`src/rtl/alu_pkg.sv`:
```
// Shared types for the ALU issue stage: opcode enum, FIFO entry layout and
// the opcode legality helper.
package alu_pkg;

    localparam int unsigned DATA_W = 32;
    localparam int unsigned CTRL_W = 5;
    localparam int unsigned REG_AW = 4;

    typedef enum logic [CTRL_W-1:0] {
        AluAdd  = 5'd1,
        AluSub  = 5'd2,
        AluMul  = 5'd3,
        AluMove = 5'd4,
        AluAnd  = 5'd9,
        AluOr   = 5'd10,
        AluXor  = 5'd11,
        AluNot  = 5'd12
    } alu_op_e;

    typedef struct packed {
        logic [CTRL_W-1:0] ctrl;
        logic [DATA_W-1:0] a;
        logic [DATA_W-1:0] b;
        logic [REG_AW-1:0] rs1;
        logic [REG_AW-1:0] rs2;
        logic              b_is_imm;
        logic [REG_AW-1:0] rd;
        logic              we;
    } issue_entry_t;

    function automatic logic is_legal_op(input logic [CTRL_W-1:0] op);
        case (op)
            AluAdd, AluSub, AluMul, AluMove,
            AluAnd, AluOr, AluXor, AluNot: is_legal_op = 1'b1;
            default:                       is_legal_op = 1'b0;
        endcase
    endfunction

endpackage

```
`src/rtl/operand_fwd_mux.sv`:
```
// Resolves one source operand at capture: r0 reads zero, then MEM result,
// then WB write, then register-file data.
module operand_fwd_mux #(
    parameter int unsigned DATA_W = 32,
    parameter int unsigned REG_AW = 4
) (
    input  logic [REG_AW-1:0] idx,
    input  logic [DATA_W-1:0] reg_val,
    input  logic              mem_we,
    input  logic [REG_AW-1:0] mem_rd,
    input  logic [DATA_W-1:0] mem_val,
    input  logic              wb_we,
    input  logic [REG_AW-1:0] wb_rd,
    input  logic [DATA_W-1:0] wb_val,
    output logic [DATA_W-1:0] val
);

    always_comb begin
        if (idx == '0) begin
            val = '0;
        end else if (mem_we && (mem_rd == idx)) begin
            val = mem_val;
        end else if (wb_we && (wb_rd == idx)) begin
            val = wb_val;
        end else begin
            val = reg_val;
        end
    end

endmodule

```
`src/rtl/alu_issue_stage.sv`:
```
// Execute-issue stage: 2-entry in-order skid FIFO in front of the ALU with
// capture-time forwarding and WB snooping. Define ALU_ISSUE_ILLEGAL_TRAP_EN for illegal_op.
module alu_issue_stage
    import alu_pkg::issue_entry_t, alu_pkg::is_legal_op;
#(
    parameter int unsigned DATA_W = alu_pkg::DATA_W,
    parameter int unsigned CTRL_W = alu_pkg::CTRL_W,
    parameter int unsigned REG_AW = alu_pkg::REG_AW
) (
    input  logic              clk,
    input  logic              rst_n,
    input  logic              flush,
    input  logic              in_valid,
    output logic              in_ready,
    input  logic [CTRL_W-1:0] in_alu_ctrl,
    input  logic [REG_AW-1:0] in_rs1_idx,
    input  logic [REG_AW-1:0] in_rs2_idx,
    input  logic [DATA_W-1:0] in_rs1_val,
    input  logic [DATA_W-1:0] in_rs2_val,
    input  logic [DATA_W-1:0] in_imm,
    input  logic              in_use_imm,
    input  logic [REG_AW-1:0] in_rd_idx,
    input  logic              in_we,
    input  logic              fwd_mem_we,
    input  logic [REG_AW-1:0] fwd_mem_rd,
    input  logic [DATA_W-1:0] fwd_mem_val,
    input  logic              fwd_wb_we,
    input  logic [REG_AW-1:0] fwd_wb_rd,
    input  logic [DATA_W-1:0] fwd_wb_val,
    output logic              out_valid,
    input  logic              out_ready,
    output logic [CTRL_W-1:0] alu_ctrl,
    output logic [DATA_W-1:0] src_a,
    output logic [DATA_W-1:0] src_b,
    output logic [REG_AW-1:0] out_rd_idx,
    output logic              out_we
`ifdef ALU_ISSUE_ILLEGAL_TRAP_EN
    ,
    output logic              illegal_op
`endif
);

    typedef enum logic [1:0] {StEmpty, StOne, StFull} fifo_state_e;

    fifo_state_e  state_q, state_d;
    issue_entry_t head_q, head_d, tail_q, tail_d;
    issue_entry_t head_snp, tail_snp, new_entry;
    logic [DATA_W-1:0] rs1_res, rs2_res;
    logic accept, pop, head_kept;

    function automatic issue_entry_t snoop(input issue_entry_t e, input logic we,
                                           input logic [REG_AW-1:0] rd,
                                           input logic [DATA_W-1:0] val);
        issue_entry_t s;
        s = e;
        if (we && (rd != '0)) begin
            if (e.rs1 == rd) s.a = val;
            if (!e.b_is_imm && (e.rs2 == rd)) s.b = val;
        end
        return s;
    endfunction

    operand_fwd_mux #(.DATA_W(DATA_W), .REG_AW(REG_AW)) u_fwd_rs1 (
        .idx     (in_rs1_idx),
        .reg_val (in_rs1_val),
        .mem_we  (fwd_mem_we),
        .mem_rd  (fwd_mem_rd),
        .mem_val (fwd_mem_val),
        .wb_we   (fwd_wb_we),
        .wb_rd   (fwd_wb_rd),
        .wb_val  (fwd_wb_val),
        .val     (rs1_res)
    );

    operand_fwd_mux #(.DATA_W(DATA_W), .REG_AW(REG_AW)) u_fwd_rs2 (
        .idx     (in_rs2_idx),
        .reg_val (in_rs2_val),
        .mem_we  (fwd_mem_we),
        .mem_rd  (fwd_mem_rd),
        .mem_val (fwd_mem_val),
        .wb_we   (fwd_wb_we),
        .wb_rd   (fwd_wb_rd),
        .wb_val  (fwd_wb_val),
        .val     (rs2_res)
    );

    // Flush swallows the incoming op, so it never counts as an accept.
    assign accept = in_valid & in_ready & ~flush;
    assign pop    = out_valid & out_ready;

    always_ff @(posedge clk) begin
        if (!rst_n) state_q <= StEmpty;
        else        state_q <= state_d;
    end

    always_comb begin
        state_d = state_q;
        unique case (state_q)
            StEmpty: if (accept) state_d = StOne;
            StOne: begin
                if (accept && !pop)      state_d = StFull;
                else if (pop && !accept) state_d = StEmpty;
            end
            StFull:  if (pop) state_d = StOne;
            default: state_d = StEmpty;
        endcase
        if (flush) state_d = StEmpty;
    end

    always_comb begin
        in_ready   = rst_n && (state_q != StFull);
        out_valid  = (state_q != StEmpty);
        alu_ctrl   = out_valid ? head_q.ctrl : '0;
        src_a      = out_valid ? head_q.a    : '0;
        src_b      = out_valid ? head_q.b    : '0;
        out_rd_idx = out_valid ? head_q.rd   : '0;
        out_we     = out_valid ? head_q.we   : 1'b0;
    end

    always_comb begin
        new_entry.ctrl     = in_alu_ctrl;
        new_entry.a        = rs1_res;
        new_entry.b        = in_use_imm ? in_imm : rs2_res;
        new_entry.rs1      = in_rs1_idx;
        new_entry.rs2      = in_rs2_idx;
        new_entry.b_is_imm = in_use_imm;
        new_entry.rd       = in_rd_idx;
        new_entry.we       = in_we;
`ifdef ALU_ISSUE_ILLEGAL_TRAP_EN
        if (!is_legal_op(in_alu_ctrl)) begin
            new_entry.ctrl = '0;
            new_entry.we   = 1'b0;
        end
`endif
    end

    // Resident entries snoop WB; the fresh entry already saw WB through the mux.
    always_comb begin
        head_snp  = snoop(head_q, fwd_wb_we, fwd_wb_rd, fwd_wb_val);
        tail_snp  = snoop(tail_q, fwd_wb_we, fwd_wb_rd, fwd_wb_val);
        head_kept = (state_q == StFull) || ((state_q == StOne) && !pop);
        head_d    = pop ? tail_snp : head_snp;
        tail_d    = tail_snp;
        if (accept) begin
            if (head_kept) tail_d = new_entry;
            else           head_d = new_entry;
        end
    end

    always_ff @(posedge clk) begin
        if (!rst_n) begin
            head_q <= '0;
            tail_q <= '0;
        end else begin
            head_q <= head_d;
            tail_q <= tail_d;
        end
    end

`ifdef ALU_ISSUE_ILLEGAL_TRAP_EN
    logic illegal_q;

    always_ff @(posedge clk) begin
        if (!rst_n) illegal_q <= 1'b0;
        else        illegal_q <= accept && !is_legal_op(in_alu_ctrl);
    end

    assign illegal_op = illegal_q;
`endif

endmodule

```
`config.mk`:
```
export PLATFORM = sky130hd
export DESIGN_NAME = alu_issue_stage
export DESIGN_NICKNAME = d
export VERILOG_FILES = /design/src/rtl/alu_pkg.sv /design/src/rtl/operand_fwd_mux.sv /design/src/rtl/alu_issue_stage.sv
export SDC_FILE = /design/constraint.sdc
export NUM_CORES = 1
export LEC_CHECK = 0
export ABC_AREA = 0
export CORE_MARGIN = 2
export CORE_UTILIZATION = 29
export CTS_BUF_LIST = sky130_fd_sc_hd__clkbuf_16
export DETAILED_ROUTE_END_ITERATION = 12
export HOLD_SLACK_MARGIN = 0.08
export PLACE_DENSITY = 0.63
export SKIP_LAST_GASP = 1
export SLEW_MARGIN = 10
export SYNTH_ARGS = -nofsm -noshare
export SYNTH_HDL_FRONTEND = slang
export SYNTH_HIERARCHICAL = 1
export SYNTH_SLANG_ARGS = --single-unit
```
`constraint.sdc`:
```
create_clock -name clk -period 2.7 [get_ports clk]
set_clock_uncertainty 0.15 [all_clocks]
set_input_delay 0.54 -clock clk [delete_from_list [all_inputs] [get_ports clk]]
set_output_delay 0.54 -clock clk [all_outputs]
set_load 0.03 [all_outputs]
```
==> impl_metrics.toml <==
[cts]
cts_buffers = 17
cts_sinks = 168
cts_tree = "yes"
cts_buffer_depth = 2
htreeDepth = 4
clkTransAtPathRegs_ps = 70
cts-root-buf = "clkbuf_16"
cts_hold_buf = 0
postCtsSetupRepairBufs = 0
clock_latency_ps = 440

[pwr]
finalPower_w = 0.00682
ir_drop_uv = 335
leakage_nw = 5.64
p_per_area_mw_per_mm2 = 436

[cells_and_area]
nFillCells = 3783
nNetsFinal = 1859
final_cell_mix = "186 x clkdlybuf4s50_1, 168 x dfxtp_1, 161 x o21ai_0, 139 x buf_4, 85 x nand3_1"
area_growth_pct = 42.6
post-route-util_pct = 41.8
drive_gt1_share_pct = 16.8
layout_commonest_cell = "clkdlybuf4s50_1"

[sta]
finalHoldViolCount = 0
rsz0062_at_grt = "false"
setup_viol = 0
fmax_mhz = 380
whs_ps = 320
tightest_slew_ps = 905
slew-limit-headroom_pct = 39.7
fin_crit_ps = 2630
drv_slew = 0
period_share_pct = 97.5

[detailed_routing]
ant_nets = 0
drt_first_iter_violations = 1344
vias = 13000
drt_first_pass_iters = 6
wl_per_cell_um = 22.3
top_layer_used = "met5"
met1_length_mm = 20.3
drc = 0
via_per_inst = 5.92
dr_wl_met3_mm = 4.53
wl_met2_mm = 21.9
finalWirelength_mm = 48.9

[setup_path]
critPathMaxStageDelay_ps = 520
critPathRequiredTime_ps = 2870
setup.worst_path.end_class = "flip-flop"
worstPathMaxFanout = 10
path_cells = "clkdlybuf4s50_1 > xor2_1 > a2111o_1 > or2_1 > buf_4 > a31oi_1 > o221ai_1 > a221oi_1"
cpMaxStageDelayCell = "clkdlybuf4s50_1"
ff2ff_path_depth = 6
cp_data_arrival_time_ps = 2810
criticalPathCategory = "in2reg"
startpoint_type = "input port"

[global_route]
antenna_found_initial = 3
grt-ovfl-total = 0
grt_pass1_wl_mm = 73.4
grt_max_degree = 89
grt_usage_pct = 24.0
grt_pass1_vias = 12700

[worst_hold_path]
min_path_cells = 2
hp-class = "reg2reg"

[die]
die_h_um = 199
rows = 71
io_pins = 270
dieArea_mm2 = 0.0394
dieWidth_um = 199
initial_core_util_pct = 29.3
core-area_mm2 = 0.0375

[flow_run]
drv_cap = 0

[logic_synthesis]
syn_avg_cell_area_um2 = 7.65
synth-edff-count = 0
syn-num-nets = 1630
ys_seq_area_share_pct = 30.6
syn_inst = 1435
async_flop_share_pct = 0
syn-cell-area_mm2 = 0.0110
synth_seq_cells = 168
synth_cell_type_count = 45
synth-main-ff-cell = "dfxtp_1"
yosysWarnings = 6

[placement]
portBuffers = 269
gp_congestion = 0.824
hpwl_mm = 31.9

[outcome]
status = "completed"
## layout make-up
class                   count  area [um^2]  area share [%]
diodes                      3         7.51          0.0479
clock buffers              17          425            2.72
clock inverters            14          149           0.951
inverters                  36          136           0.871
multi-input cells        1054         6850            43.7
flip-flops and latches    168         3360            21.5
well taps                 511          639            4.08
repair buffers            387         4090            26.1
## critical path, delay by kind of cell
family	cells	cell delay, ps
and+or+nand+nor	1	270
AOI/OAI and AO/OA	4	1060
buffers and inverters	2	720
xor gates and xnor gates	1	210
## cells by family (layout without fill, tap and decap cells)
| logic type | Yosys count | count (layout) | share of synthesized area (%) |
|---|---|---|---|
| AO/OA/AOI/OAI | 561 | 561 | 33.5 |
| AND/OR/NAND/NOR | 401 | 401 | 19.1 |
| buffers and inverters | 213 | 454 | 8.28 |
| flip-flops | 168 | 168 | 30.6 |
| multiplexers | 65 | 65 | 6.29 |
| XOR/XNOR | 26 | 26 | 2.07 |
| adder cells (fa/ha/maj) | 1 | 1 | 0.114 |
| other | 0 | 3 | 0 |
## per-stage QoR
stage,TNS (ps),instances,instance area (um^2),setup WS (ps)
floorplan,0,1435,11000,410
global placement,-23750,2155,15000,-387
detailed placement,-28230,2155,15000,-433
CTS,0,2186,15600,21.8
global route,0,2187,15700,3.08
finish,0,2190,15700,67.1
## registers in the layout, summed over array words and instances (netlist names)
signal   count
state_q      2
tail_q      83
head_q      83
## where the power goes
part           leakage, nW  switching [W]  total, W  internal, W
clock                0.262        0.00114   0.00251      0.00137
sequential            1.37      0.0000605   0.00265      0.00259
combinational         4.01       0.000921   0.00167     0.000745
total                 5.64        0.00212   0.00682      0.00470
## Yosys cell counts (2+ instances only)
library cell | count | area [um^2]
o21ai_0 | 162 | 811
a221oi_1 | 32 | 280
o211a_1 | 19 | 190
a2111o_1 | 2 | 22.5
nand2_1 | 79 | 297
buf_2 | 22 | 110
nor2_1 | 34 | 128
mux2_2 | 32 | 360
clkbuf_1 | 130 | 488
o31ai_1 | 64 | 480
o22ai_1 | 2 | 12.5
o2111ai_1 | 2 | 17.5
xor2_1 | 4 | 35.0
buf_1 | 9 | 33.8
or2_1 | 2 | 12.5
a21boi_0 | 19 | 143
xnor2_1 | 22 | 193
nand3_1 | 87 | 435
nor3_1 | 33 | 165
a21oi_1 | 65 | 325
and3b_1 | 3 | 26.3
nand4_1 | 67 | 419
mux2i_1 | 33 | 330
o21ai_1 | 31 | 155
and2_1 | 76 | 475
o221ai_1 | 32 | 280
o21a_1 | 33 | 248
dfxtp_1 | 168 | 3360
inv_1 | 36 | 135
nand2b_1 | 5 | 31.3
buf_6 | 6 | 67.6
nor2b_1 | 4 | 25.0
a31oi_1 | 65 | 407
or4_1 | 2 | 15.0
and3_1 | 3 | 18.8
buf_4 | 10 | 75.1
a41oi_1 | 32 | 280
## layer usage
| layer | GRT usage [%] | vias up |
|---|---|---|
| met5 | 0 | - |
| met4 | 12.2 | 2 |
| met3 | 4.98 | 148 |
| met2 | 37.4 | 800 |
| met1 | 31.4 | 6145 |
| li1 | - | 5860 |
## path summary, 6_finish.rpt
kind / startpoint / to / slack, ps
setup / recovery: in_rs1_idx[2] / head_q[67] / 70
hold / removal: tail_q[0] / tail_q[0] / 320
setup reg to reg: state_q[0] / head_q[51] / 480
hold reg to reg: tail_q[0] / tail_q[0] / 320
## timing repair
item,4_1_cts,5_1_grt
endpoints found under the setup margin,1,16
cloned,0,1
resized for setup,1,11
pin swaps,0,1
No activity file was read; power rests on OpenSTA's default activity.
